===== config.mk =====
export PLATFORM = sky130hd
export DESIGN_NAME = pipe_hazard_ctrl
export DESIGN_NICKNAME = d
export VERILOG_FILES = /design/src/rtl/pipe_pkg.sv /design/src/rtl/hazard_sat_counter.sv /design/src/rtl/pipe_hazard_ctrl.sv
export SDC_FILE = /design/constraint.sdc
export NUM_CORES = 1
export LEC_CHECK = 0
export BUFFER_PORTS_ARGS = -buffer_cell sky130_fd_sc_hd__buf_4
export CAP_MARGIN = 15
export CORE_MARGIN = 4
export CORE_UTILIZATION = 51
export DETAILED_ROUTE_END_ITERATION = 16
export GPL_TIMING_DRIVEN = 0
export PLACE_DENSITY = 0.85
export SYNTH_ARGS = -nofsm -noshare
export SYNTH_HDL_FRONTEND = slang
export SYNTH_SLANG_ARGS = --single-unit

===== constraint.sdc =====
create_clock -name clk -period 4.4 [get_ports clk]
set_clock_uncertainty 0.2 [all_clocks]
set_input_delay 0.44 -clock clk [delete_from_list [all_inputs] [get_ports clk]]
set_output_delay 0.44 -clock clk [all_outputs]
set_load 0.02 [all_outputs]

===== src/rtl/pipe_pkg.sv =====
// Shared types and widths for the pipeline hazard controller.
// State encodings, field widths and the hard-wired zero register index.
package pipe_pkg;

  typedef enum logic {
    RUN  = 1'b0,
    WAIT = 1'b1
  } state_t;

  localparam int REG_W  = 4;
  localparam int DATA_W = 16;
  localparam int CNT_W  = 16;

  localparam logic [REG_W-1:0] R0_IDX = '0;

endpackage


===== src/rtl/hazard_sat_counter.sv =====
// Saturating up-counter for pipeline performance statistics.
// Holds at all-ones instead of wrapping.
module hazard_sat_counter
  import pipe_pkg::*;
#(
  parameter int W = CNT_W
) (
  input  logic         clk,
  input  logic         rst_n,
  input  logic         inc,
  output logic [W-1:0] count
);

  always_ff @(posedge clk or negedge rst_n) begin
    if (!rst_n) begin
      count <= '0;
    end else if (inc && (count != '1)) begin
      count <= count + 1'b1;
    end
  end

endmodule


===== src/rtl/pipe_hazard_ctrl.sv =====
// Stall/flush sequencer: dmem handshake, branch redirect, load-use.
// Priority is memory stall, then taken branch, then load-use.
module pipe_hazard_ctrl
  import pipe_pkg::*;
#(
  parameter int MAX_WAIT = 8,
  parameter int R0_ZERO  = 1
) (
  input  logic              clk,
  input  logic              rst_n,
  input  logic [REG_W-1:0]  id_rs1,
  input  logic [REG_W-1:0]  id_rs2,
  input  logic              id_uses_rs1,
  input  logic              id_uses_rs2,
  input  logic [REG_W-1:0]  ex1_rd,
  input  logic              ex1_mem_read,
  input  logic [REG_W-1:0]  ex2_rd,
  input  logic              ex2_mem_read,
  input  logic              mem_branch,
  input  logic              mem_branch_ne,
  input  logic              mem_zero,
  input  logic [DATA_W-1:0] mem_branch_target,
  input  logic              mem_mem_read,
  input  logic              mem_mem_write,
  input  logic              dmem_ack,
  output logic              dmem_req,
  output logic              pc_stall,
  output logic              pc_load,
  output logic [DATA_W-1:0] pc_target,
  output logic              stall_if_id,
  output logic              stall_id_ex1,
  output logic              stall_ex1_ex2,
  output logic              stall_ex2_mem,
  output logic              flush_if_id,
  output logic              flush_id_ex1,
  output logic              flush_ex1_ex2,
  output logic              flush_mem,
  output logic              mem_timeout,
  output logic [CNT_W-1:0]  stall_count,
  output logic [CNT_W-1:0]  flush_count
);

  localparam logic [7:0] WAIT_LIM = 8'(MAX_WAIT - 1);

  state_t     state, state_nx;
  logic [7:0] wait_cnt, wait_nx;
  logic       tmo_nx;

  logic mem_op, taken, tmo_release, mem_stall, hz;
  logic act_mem, act_br, act_lu;

  function automatic logic hit(
    input logic [REG_W-1:0] rd,
    input logic [REG_W-1:0] rs
  );
    return (rd == rs) && !((R0_ZERO != 0) && (rd == R0_IDX));
  endfunction

  assign mem_op = mem_mem_read | mem_mem_write;
  assign taken  = ~mem_op &
                  ((mem_branch & mem_zero) |
                   (mem_branch_ne & ~mem_zero));

  assign tmo_release = (state == WAIT) && (wait_cnt == WAIT_LIM);
  assign mem_stall   = mem_op & ~dmem_ack & ~tmo_release;

  assign hz =
    (ex1_mem_read &
     ((id_uses_rs1 & hit(ex1_rd, id_rs1)) |
      (id_uses_rs2 & hit(ex1_rd, id_rs2)))) |
    (ex2_mem_read &
     ((id_uses_rs1 & hit(ex2_rd, id_rs1)) |
      (id_uses_rs2 & hit(ex2_rd, id_rs2))));

  assign act_mem = rst_n & mem_stall;
  assign act_br  = rst_n & ~mem_stall & taken;
  assign act_lu  = rst_n & ~mem_stall & ~taken & hz;

  assign dmem_req = rst_n & mem_op;

  always_comb begin
    pc_stall      = 1'b0;
    pc_load       = 1'b0;
    pc_target     = '0;
    stall_if_id   = 1'b0;
    stall_id_ex1  = 1'b0;
    stall_ex1_ex2 = 1'b0;
    stall_ex2_mem = 1'b0;
    flush_if_id   = 1'b0;
    flush_id_ex1  = 1'b0;
    flush_ex1_ex2 = 1'b0;
    flush_mem     = 1'b0;
    unique case (1'b1)
      act_mem: begin
        pc_stall      = 1'b1;
        stall_if_id   = 1'b1;
        stall_id_ex1  = 1'b1;
        stall_ex1_ex2 = 1'b1;
        stall_ex2_mem = 1'b1;
      end
      act_br: begin
        pc_load       = 1'b1;
        pc_target     = mem_branch_target;
        flush_if_id   = 1'b1;
        flush_id_ex1  = 1'b1;
        flush_ex1_ex2 = 1'b1;
        flush_mem     = 1'b1;
      end
      act_lu: begin
        pc_stall     = 1'b1;
        stall_if_id  = 1'b1;
        flush_id_ex1 = 1'b1;
      end
      default: ;
    endcase
  end

  always_comb begin
    state_nx = state;
    wait_nx  = wait_cnt;
    tmo_nx   = mem_timeout;
    unique case (state)
      RUN: begin
        if (mem_stall) begin
          state_nx = WAIT;
          wait_nx  = '0;
        end
      end
      WAIT: begin
        if (mem_stall) begin
          wait_nx = wait_cnt + 8'd1;
        end else begin
          state_nx = RUN;
          // The access is abandoned as complete on expiry.
          if (mem_op & ~dmem_ack & tmo_release)
            tmo_nx = 1'b1;
        end
      end
      default: state_nx = RUN;
    endcase
  end

  always_ff @(posedge clk or negedge rst_n) begin
    if (!rst_n) begin
      state       <= RUN;
      wait_cnt    <= '0;
      mem_timeout <= 1'b0;
    end else begin
      state       <= state_nx;
      wait_cnt    <= wait_nx;
      mem_timeout <= tmo_nx;
    end
  end

  hazard_sat_counter #(.W(CNT_W)) u_stall_cnt (
    .clk   (clk),
    .rst_n (rst_n),
    .inc   (pc_stall),
    .count (stall_count)
  );

  hazard_sat_counter #(.W(CNT_W)) u_flush_cnt (
    .clk   (clk),
    .rst_n (rst_n),
    .inc   (pc_load),
    .count (flush_count)
  );

endmodule

==> results_dict.tcl <==
set metrics [dict create \
    holdWs_ps 206 \
    ys.flop_type "dfrtp_1" \
    crit_type "input pin to output port" \
    hold_depth 3 \
    clk_pin_slew_ps 80 \
    setup_viol 0 \
    cts-resized-gates 0 \
    holdPathEnd "wait_cnt[7]" \
    drtPass1Iterations 4 \
    r2r_cells 9 \
    fin_area_um2 3340 \
    grt_pass1_vias 2207 \
    dp_hpwl_um 4620 \
    required_ps 3760 \
    die_h_um 76.7 \
    synth-edff-count 0 \
    slowest_stage "dlygate4sd3_1" \
    dieArea_um2 5890 \
    r2r_start "u_stall_cnt.count[0]" \
    met2_usage_pct 34.9 \
    avgSynthCellArea_um2 9.56 \
    status "completed" \
    slowest_delay_ps 530 \
    maxCapViolCount 0 \
    ant_nets 0 \
    dp.cells 407 \
    grt_pass1_wl_um 9920 \
    drt-wirelength-per-cell_um 14.0 \
    ios 104 \
    worstPathCellList "dlygate4sd3_1, buf_4, and3b_1, clkbuf_1, clkbuf_1, and2_1, buf_4" \
    worst_pin_slew_ps 554 \
    core.rowCount 24 \
    routed_wl_um 5840 \
    vias_per_cell 5.41 \
    layout-drive-gt1-share_pct 34.6 \
    track_usage_pct 20.3 \
    timing.setup.tns_ps 0 \
    cts_tree "built" \
    worstHoldStart "dmem_ack" \
    gp_congestion 0.816 \
    crit_fanout 49 \
    hold_class "input pin to flip-flop" \
    placed_area_um2 3250 \
    numCtsBuffers 5 \
    grt_max_degree 50 \
    die_w_um 76.7 \
    r2r_slack_ps 2020 \
    synth-async-reset-ratio_pct 100 \
    critPathLaunchType "input pin" \
    core_um2 4470 \
    area_delta_synth_final_pct 38.8 \
    r2r-end "u_stall_cnt.count[13]" \
    max_slew_margin_pct 63.1 \
    max_freq_ghz 0.297 \
    synthCells 252 \
    cts_root_buf "clkbuf_8" \
    hold_viol_final 0 \
    post-route-min-period_ps 3360 \
    top_usage_layer "met2" \
    antenna_found_initial 0 \
    port-buffer-count 103 \
    drc 0 \
    stdcell_count 416 \
    seq_area_frac_synth_pct 43.6 \
    fillers 311 \
    worst_ir_drop_vdd_v 0.000176 \
    clkSinkCount 42 \
    grt_use_met3_pct 5.04 \
    synth_cell_type_count 38 \
    cp.arrival_ps 2720 \
    ys_seq_elements 42 \
    powerDensity_nw_per_um2 307 \
    power_leakage_nw 1.66 \
    slew_viol_final 0 \
    cts_buffer_depth 2 \
    grt_use_met1_pct 25.4 \
    clk_latency_ps 290 \
    period_share_pct 76.4 \
    cts_max_level 2 \
    num_vias 2251 \
    synth_area_um2 2410 \
    end_kind "output port" \
    p_total_mw 1.03 \
    initial_core_util_pct 53.8 \
    drt-initial-drc-count 115 \
    fin_nets 410 \
    ys_warn_count 0 \
    diodes 0 \
    gr-total-overflow 0 \
    rsz0062_at_grt "false" \
    syn_nets 299 \
]
[per-stage QoR]
step                worst slack, ps  util (%)
finish                         1040      74.7
global route                    762      74.7
CTS                             960      74.7
detailed placement             1500      72.6
global placement               1550      72.6
floorplan                      1740         -
[layout make-up]
type | count | area [µm²] | share of cell area [%]
multi-input combinational | 190 | 1250 | 37.4
sequential | 42 | 1050 | 31.4
timing repair buffer | 104 | 783 | 23.4
buffer | 13 | 81.3 | 2.43
clock buffer | 6 | 72.6 | 2.17
tap | 52 | 65.1 | 1.95
inverter | 7 | 26.3 | 0.786
clock inverter | 2 | 13.8 | 0.412
[Yosys cell counts (3+ instances only)]
cell type   n  share of area [%]
nand4_1    14                3.6
xor2_1     10                3.6
nor3_1      7                1.5
o21ai_0     8                1.7
a21oi_1     4               0.83
buf_4       6                1.9
nor2b_1     3               0.78
nand3_1    15                3.1
clkbuf_1    4               0.62
o31ai_1     4                1.2
dfrtp_1    42                 44
nor2_1      9                1.4
ha_1        3                1.6
inv_1       6               0.93
and3_1     13                3.4
and2_1     17                4.4
xnor2_1    33                 12
nand2_1    30                4.7
[repair_timing]
| item | CTS | global route |
|---|---|---|
| setup buffers | 0 | 0 |
| hold endpoints to repair | 42 | 0 |
| hold buffers | 1 | 0 |
[critical path: cells and delay by family]
family	cells	cell delay, ps
buffers and inverters	5	1820
AND/OR/NAND/NOR	2	430
[cells by family (layout without fill, tap and decap cells)]
family / after synthesis / in the layout / share of synthesized area [%]
flip-flops: 42 / 42 / 43.6
AO/OA/AOI/OAI: 27 / 27 / 7.79
AND/OR/NAND/NOR: 114 / 114 / 25.6
multiplexers: 3 / 3 / 1.35
buffers and inverters: 20 / 132 / 4.47
adder cells (fa/ha/maj): 3 / 3 / 1.56
XOR/XNOR: 43 / 43 / 15.6
[per-layer routing]
layer	vias up	share of wire, %
li1	1079	-
met1	1063	42
met2	103	49
met3	6	7.8
met4	0	0.94
met5	-	0
[state kept, by name, indices dropped and copies added, names as in the netlist]
register           count
mem_timeout            1
state                  1
u_flush_cnt.count     16
u_stall_cnt.count     16
wait_cnt               8
[cell usage in the layout, fill, tap and decap left out, types with 2 or more instances in the layout]
master and count:
nand3_1 15, ha_1 3, xnor2_1 33, nand2_1 30, buf_2 2, o31ai_1 4, a21oi_1 4, nor3_1 7
buf_4 109, o21a_1 2, and2_1 17, xor2_1 10, clkbuf_1 5, dfrtp_1 42, nor2_1 9, a21o_1 2
and3_1 13, o41ai_1 2, inv_1 6, nand4_1 14, clkbuf_8 5, o21ai_0 8, nor2b_1 3
[worst max path at each step]
stage	from	to	slack (ps)	cells past startpoint
floorplan	state	stall_if_id	1740	8
global placement	state	stall_if_id	1550	9
detailed placement	rst_n	pc_target[10]	1500	6
CTS	rst_n	pc_target[10]	960	7
global route	rst_n	pc_target[10]	760	7
finish	rst_n	pc_target[7]	1040	7
[power breakdown]
group          switching (mW)  internal (mW)
sequential             0.0549          0.431
clock                   0.136          0.112
combinational           0.149          0.144
Note: power is estimated with default switching activity, not from simulation.
